## config.mk

```make
export PLATFORM = sky130hd
export DESIGN_NAME = hub75_bcm_scheduler
export DESIGN_NICKNAME = d
export VERILOG_FILES = /design/src/rtl/hub75_bcm_scheduler.sv
export SDC_FILE = /design/constraint.sdc
export NUM_CORES = 1
export LEC_CHECK = 0
export BUFFER_PORTS_ARGS = -buffer_cell sky130_fd_sc_hd__buf_2
export CORE_AREA = 2 2 77 61
export DETAILED_ROUTE_END_ITERATION = 10
export DIE_AREA = 0 0 79 63
export HOLD_SLACK_MARGIN = 0.1
export MAX_ROUTING_LAYER = met4
export PLACE_DENSITY = 0.73
export SKIP_CTS_REPAIR_TIMING = 1
export SLEW_MARGIN = 10
export SYNTH_ARGS = -nofsm -noshare
export SYNTH_HDL_FRONTEND = slang
export SYNTH_SLANG_ARGS = --single-unit
```

## constraint.sdc

```tcl
create_clock -name sys_clk -period 1.8 [get_ports sys_clk]
set_input_delay 0.09 -clock sys_clk [delete_from_list [all_inputs] [get_ports sys_clk]]
set_output_delay 0.09 -clock sys_clk [all_outputs]
set_load 0.05 [all_outputs]
```

## src/rtl/hub75_bcm_scheduler.sv

```systemverilog
// hub75_bcm_scheduler: binary-code-modulation refresh sequencer for HUB75 panels.
// Walks rows x bit planes, prefetching the next plane while the current one is
// lit, and drives row address, latch and OE with exact per-plane on-times.
// Optional build macro HUB75_DEADTIME_EN stretches BLANK to DEADTIME cycles so
// the row drivers settle before the latch.
module hub75_bcm_scheduler #(
   parameter int  BITS        = 8,
   parameter int  ROWS        = 32,
   parameter int  BASE_CYCLES = 4,
   parameter int  DEADTIME    = 2,
   localparam int ROW_W       = (ROWS > 1) ? $clog2(ROWS) : 1,
   localparam int BIT_W       = (BITS > 1) ? $clog2(BITS) : 1
) (
   input  logic             sys_clk,
   input  logic             rst,
   input  logic             enable,
   input  logic             fetch_busy,
   output logic             fetch_start,
   output logic [ROW_W-1:0] fetch_row,
   output logic [BIT_W-1:0] fetch_bit,
   output logic [ROW_W-1:0] row_addr,
   output logic             latch,
   output logic             oe_n,
   output logic             frame_done
);
   localparam int CNT_W = $clog2(BASE_CYCLES) + BITS + 1;
   // Blank counter is sized for the deadtime build so both builds share it.
   localparam int BLK_W = (DEADTIME > 1) ? $clog2(DEADTIME) : 1;
`ifdef HUB75_DEADTIME_EN
   localparam int BLANK_LEN = DEADTIME;
`else
   localparam int BLANK_LEN = 1;
`endif

   typedef enum logic [2:0] {
      S_IDLE, S_PREFETCH, S_PF_WAIT, S_BLANK, S_LATCH, S_SHOW, S_HOLD
   } state_e;

   state_e             state_q, state_d;
   logic [ROW_W-1:0]   cur_row_q, cur_row_d, nxt_row_q, nxt_row_d, row_addr_q, row_addr_d;
   logic [BIT_W-1:0]   cur_bit_q, cur_bit_d, nxt_bit_q, nxt_bit_d;
   logic [CNT_W-1:0]   cnt_q, cnt_d;
   logic [BLK_W-1:0]   blk_cnt_q, blk_cnt_d;
   logic               first_q, first_d;   // first SHOW cycle
   logic               fs_q, fs_d;         // fetch_start issued last cycle
   logic [ROW_W-1:0]   adv_row;
   logic [BIT_W-1:0]   adv_bit;
   logic               ready, last_plane, plane_done, advance;

   assign fetch_row   = nxt_row_q;
   assign fetch_bit   = nxt_bit_q;
   assign row_addr    = row_addr_q;
   assign fetch_start = (state_q == S_PREFETCH) || (state_q == S_SHOW && first_q);
   // The engine may not raise busy until the cycle after a start, so a shift
   // counts as finished only once that grace cycle has passed.
   assign ready       = !fetch_busy && !fs_q && !fetch_start;
   assign last_plane  = (cur_row_q == ROW_W'(ROWS - 1)) && (cur_bit_q == BIT_W'(BITS - 1));

   // Successor of the fetch pointer in (row, bit) scan order, wrapping to (0,0).
   always_comb begin
      adv_row = nxt_row_q;
      adv_bit = nxt_bit_q + 1'b1;
      if (nxt_bit_q == BIT_W'(BITS - 1)) begin
         adv_bit = '0;
         adv_row = (nxt_row_q == ROW_W'(ROWS - 1)) ? '0 : nxt_row_q + 1'b1;
      end
   end

   // Next-state, pointer and panel-strobe logic.
   always_comb begin
      state_d    = state_q;
      cur_row_d  = cur_row_q;
      cur_bit_d  = cur_bit_q;
      nxt_row_d  = nxt_row_q;
      nxt_bit_d  = nxt_bit_q;
      row_addr_d = row_addr_q;
      cnt_d      = cnt_q;
      blk_cnt_d  = blk_cnt_q;
      first_d    = 1'b0;
      fs_d       = fetch_start;
      latch      = 1'b0;
      oe_n       = 1'b1;
      frame_done = 1'b0;
      plane_done = 1'b0;
      advance    = 1'b0;
      case (state_q)
         S_IDLE: begin
            // Let any shift left over from the last frame or a reset drain first.
            if (enable && !fetch_busy) begin
               state_d   = S_PREFETCH;
               nxt_row_d = '0;
               nxt_bit_d = '0;
            end
         end
         S_PREFETCH: state_d = S_PF_WAIT;
         S_PF_WAIT:  advance = ready;
         S_BLANK: begin
            if (blk_cnt_q == BLK_W'(BLANK_LEN - 1)) state_d = S_LATCH;
            else                                     blk_cnt_d = blk_cnt_q + 1'b1;
         end
         S_LATCH: begin
            latch   = 1'b1;
            cnt_d   = CNT_W'(BASE_CYCLES) << cur_bit_q;
            first_d = 1'b1;
            state_d = S_SHOW;
         end
         S_SHOW: begin
            oe_n = 1'b0;
            if (cnt_q == CNT_W'(1)) begin
               if (ready) plane_done = 1'b1;
               else       state_d    = S_HOLD;
            end else begin
               cnt_d = cnt_q - 1'b1;
            end
         end
         S_HOLD:  plane_done = ready;
         default: state_d = S_IDLE;
      endcase
      // A plane has gone dark: either stop at frame end or roll straight on.
      if (plane_done) begin
         frame_done = last_plane;
         if (last_plane && !enable) state_d = S_IDLE;
         else                       advance = 1'b1;
      end
      if (advance) begin
         state_d    = S_BLANK;
         cur_row_d  = nxt_row_q;
         cur_bit_d  = nxt_bit_q;
         nxt_row_d  = adv_row;
         nxt_bit_d  = adv_bit;
         row_addr_d = nxt_row_q;
         blk_cnt_d  = '0;
      end
   end

   // State and pointer registers with synchronous reset.
   always_ff @(posedge sys_clk) begin
      if (rst) begin
         state_q    <= S_IDLE;
         cur_row_q  <= '0;
         cur_bit_q  <= '0;
         nxt_row_q  <= '0;
         nxt_bit_q  <= '0;
         row_addr_q <= '0;
         cnt_q      <= '0;
         blk_cnt_q  <= '0;
         first_q    <= 1'b0;
         fs_q       <= 1'b0;
      end else begin
         state_q    <= state_d;
         cur_row_q  <= cur_row_d;
         cur_bit_q  <= cur_bit_d;
         nxt_row_q  <= nxt_row_d;
         nxt_bit_q  <= nxt_bit_d;
         row_addr_q <= row_addr_d;
         cnt_q      <= cnt_d;
         blk_cnt_q  <= blk_cnt_d;
         first_q    <= first_d;
         fs_q       <= fs_d;
      end
   end
endmodule

```

After elaboration in Yosys (flattened, before gate mapping)
Index checks and enable logic that the tools add are counted.
{"block": "word_totals", "register_bits": 33, "output_inout_bits": 17}
{"block": "op_classes", "n_addsub": 4, "n_eq_ne": 13, "n_shift": 1, "mux": 29, "reduce_logical": 20}
{"op": "two-way mux 3 bit", "n": 10}
{"op": "two-way mux 5 bit", "n": 5}
{"op": "one-hot mux 11 bit (2 select lines)", "n": 1}
{"op": "one-hot mux 3 bit (6 select lines)", "n": 1}
{"op": "== test 3 bit, second input constant", "n": 5}
{"op": "== test 11 x 1 -> 1 bit, second input constant", "n": 1}
{"op": "two-way mux 11 bit", "n": 1}
{"op": "left shift 3 x 3 -> 11 bit, first input constant", "n": 1}
{"op": "subtractor 11 x 1 -> 11 bit, second input constant", "n": 1}
{"op": "== test 5 bit, second input constant", "n": 2}
{"op": "two-way mux 1 bit", "n": 9}
{"op": "== test 3 x 2 -> 1 bit, second input constant", "n": 2}
{"op": "logical AND 1 bit", "n": 6}
{"op": "nonzero test 2 bit", "n": 3}
{"op": "adder 5 x 1 -> 5 bit, second input constant", "n": 1}
{"op": "logical NOT 1 bit", "n": 4}
{"op": "AND reduction 2 bit", "n": 2}
{"op": "OR reduction 2 bit", "n": 2}
{"op": "adder 3 x 1 -> 3 bit, second input constant", "n": 1}
{"op": "== test 3 x 1 -> 1 bit, second input constant", "n": 1}
{"op": "logical NOT 3 bit", "n": 1}
{"op": "AND reduction 3 bit", "n": 1}
{"op": "two-way mux 2 bit", "n": 1}
{"op": "!= test 2 x 1 -> 1 bit, second input constant", "n": 1}
{"op": "4 further kinds", "n": 4}

Longest topological paths before layout
{"block": "logic_depth", "ltp_word": 11, "ltp_mapped": 10}

Worst setup path before layout
Ideal clock, no wire load.
{"block": "synth_timing", "kind": "register to output", "start": "register row_addr[1] (netlist name)", "end": "output port frame_done", "arrival_time_ns": 2.788, "setup_slack_ns": -1.078, "path_stages_with_launch": 4, "path_buffers": 0, "path_cell_list": "dfxtp_1 -> nand4_1 -> or2_2 -> nor4b_1"}
{"element": "to (decl)", "line_no": "24", "rtl": "output logic frame_done"}

Worst setup path in the final report
{"block": "layout_timing", "start": "register cnt_q[1]", "end": "register nxt_bit_q[0], in the netlist fetch_bit[0]"}
{"block": "layout_via", "elab_chain_cells": 6, "word_cells_on_any_way": 8, "classes_between": "1 x eq/ne; 4 x mux; 3 x reduce/logical"}
{"element": "from (decl)", "line_no": "42", "rtl": "logic [CNT_W-1:0] cnt_q, cnt_d;"}
{"element": "from (signal assigned)", "line_no": "156", "rtl": "cnt_q <= cnt_d;"}
{"element": "== test 11 x 1 -> 1 bit (*)", "line_no": "109", "rtl": "if (cnt_q == CNT_W'(1)) begin"}
{"element": "two-way mux 1 bit (*)", "line_no": "109"}
{"element": "one-hot mux 1 bit (2 select lines) (*)", "line_no": "86", "rtl": "case (state_q)"}
{"element": "two-way mux 1 bit (*)", "line_no": "120", "rtl": "if (plane_done) begin"}
{"element": "nonzero test 2 bit (no source line)"}
{"element": "AND reduction 2 bit (no source line)"}
{"element": "to (signal assigned)", "line_no": "154", "rtl": "nxt_bit_q <= nxt_bit_d;"}
{"element": "to (decl)", "line_no": "41", "rtl": "logic [BIT_W-1:0] cur_bit_q, cur_bit_d, nxt_bit_q, nxt_bit_d;"}
Mark *: on every way between the ends. The rest lies on a longest branch, timed or not.
A chain may end at the register's enable or synchronous reset.

==> results.cfg <==
[run]
maxCapViolCount = 0

[drt]
met3_length_um = 314
wire_per_inst_um = 14.3
ant_nets = 0
drtIter0Drc = 135
drt_wl_total_mm = 4.92
wl_met1_mm = 2.30
drc = 0
first_pass_iters = 5
met2_length_mm = 2.24
vias_per_cell = 5.74
top_layer_used = met4
vias = 1968

[synth]
ys_seq_area_share_pct = 36.4
synth-seq-cells = 32
syn_area_per_cell_sq_um = 7.52
synth-edff-count = 0
ys.flop_type = dfxtp_1
yosys.cell_types.count = 41
synthCells = 234
synth-async-reset-ratio_pct = 0
synth_xor_xnor_area_share_pct = 0.498
synth_top_family_by_area = simple AND/OR/NAND/NOR gates
syn_area_sq_um = 1760
ys_warn_count = 0
synthesis.nets = 244
synthAdderAreaFrac_pct = 4.27
synth-compound-area-share_pct = 21.7
synth_simple_gate_area_share_pct = 32.2
muxShareOfSynthArea_pct = 0

[sta]
hold_viol = 0
holdWs_ns = 0.283
rsz0062_at_grt = yes
fmax_mhz = 524
setup_viol = 19
setup_tns_ns = -0.850
slew_violations = 0
skew_ns = 0.00723
tightest_slew_ns = 0.640
min_period_ns = 1.91
layout_setup_ws_ns = -0.109
relSlewSlack_pct = 57.3
period_share_pct = 106

[floorplan]
initial_core_util_pct = 41.3
dieArea_sq_um = 4980
io_pins = 21
die_w_um = 79
coreArea_sq_um = 4260
die_h_um = 63
rows = 21

[cells_and_area]
multi_input_area_sq_um = 1240
nFillCells = 390
diodes = 0
regArea_sq_um = 659
design_area_sq_um = 2500
layout_commonest_cell = buf_4
final_net_count = 295
mostFrequentLayoutCells = buf_4 (33), nand2_1 (29), a21oi_1 (29)
final_core_util_pct = 58.7
synthToLayoutAreaGrowth_pct = 42.1
drive_above_1_share_pct = 38.5
fin_cells = 343

[clock_tree]
clk_latency_ns = 0.28
cts.sink_count = 32
cts_made_buffers = 5
cts_root_buf = clkbuf_8
htree_num_levels = 2
path_clk_slew_ns = 0.07
cts_tree = yes
clock_path_buffers = 2

[critical_path]
required_ns = 2.01
critPathLaunchType = flip-flop
arrival_ns = 2.11
crit_path_max_fanout = 4
critPathCaptureType = flip-flop
path_class = reg -> reg

[power_and_ir_drop]
vdd_drop_max_mv = 0.358
p_leak_nw = 0.958
p_seq_share_pct = 50.8
powerDensity_nw_per_um2 = 566
p_comb_share_pct = 11.7
p_int_mw = 1.04
clkPwrFrac_pct = 37.5
netSwitchingFraction_pct = 26.6
power_mw = 1.41
p_switching_mw = 0.377

[placement]
dp_hpwl_mm = 3.24
place_inst = 330
dp_slack_ns = -0.0862
io_buffers = 20
gp_congestion = 0.919
placed_area_sq_um = 2190

[global_routing]
overflow = 0
grt_max_degree = 32
antenna_found_initial = 0
grt_pass1_vias = 1683
grt_pass1_wl_mm = 7.80
track_usage_pct = 20.1

[status]
run_status = complete, but fails checks
violations = setup timing

[hold_path]
hp-class = in -> reg
==> synth_stat cells, types with 3 or more instances <==
| library cell | number | area share, % |
|---|---|---|
| nor3_1 | 17 | 4.8 |
| clkbuf_1 | 9 | 1.9 |
| nor2b_1 | 3 | 1.1 |
| a21oi_1 | 32 | 9.1 |
| nand2b_1 | 4 | 1.4 |
| and3_1 | 5 | 1.8 |
| nand3_1 | 14 | 4.0 |
| nor2_1 | 18 | 3.8 |
| buf_2 | 3 | 0.85 |
| a22oi_1 | 3 | 1.3 |
| nand2_1 | 29 | 6.2 |
| o21ai_0 | 16 | 4.6 |
| a31oi_1 | 4 | 1.4 |
| dfxtp_1 | 32 | 36 |
| inv_1 | 4 | 0.85 |
| ha_1 | 6 | 4.3 |
==> power by group through the flow <==
stage	logic [mW]	clock network [mW]	registers, mW
2_1_floorplan	0.0833	0	0.737
3_3_place_gp	0.136	0	0.734
3_5_place_dp	0.137	0	0.734
4_1_cts	0.138	0.548	0.718
5_1_grt	0.179	0.589	0.719
6_report	0.165	0.531	0.719
==> registers in the layout, indices dropped and copies added, names as in the netlist <==
| name | count |
|---|---|
| cnt_q | 11 |
| cur_bit_q | 3 |
| fetch_bit | 3 |
| fetch_row | 5 |
| first_q | 1 |
| fs_q | 1 |
| row_addr | 5 |
| state_q | 3 |
==> worst max-delay path, stage by stage (launching register included) <==
cell	delay (ns)
dfxtp_2	0.33
inv_2	0.07
ha_4	0.13
nor3b_4	0.22
nand3_2	0.12
o32ai_4	0.33
nand2_2	0.13
or3_1	0.35
a21oi_1	0.15
==> path summary, 6_finish.rpt <==
check,startpoint,end,slack (ns),depth (start not counted)
worst max-delay path,cnt_q[1],fetch_bit[0],-0.11,8
worst min-delay path,fetch_busy,state_q[0],0.28,5
worst max register to register,cnt_q[1],fetch_bit[0],-0.11,8
worst min register to register,row_addr[0],row_addr[0],0.47,2
==> kinds of logic after synthesis <==
kind of cell	Yosys count
compound gates	65
fa+ha+maj	6
buf+inv	20
simple gates	110
flops	32
xor+xnor	1
==> layout make-up <==
| class | count | share of cell area (%) |
|---|---|---|
| clock buffer | 5 | 2.75 |
| clock inverter | 3 | 0.551 |
| inverter | 6 | 0.901 |
| multi-input combinational | 183 | 49.7 |
| sequential | 32 | 26.4 |
| tap | 57 | 2.85 |
| timing repair buffer | 57 | 16.9 |
==> metal layers <==
metal	GRT usage, %	vias up
li1	-	948
met1	29.5	932
met2	27.4	80
met3	3.90	8
met4	6.68	0
met5	-	-
No activity file was read; power rests on OpenSTA's default activity.
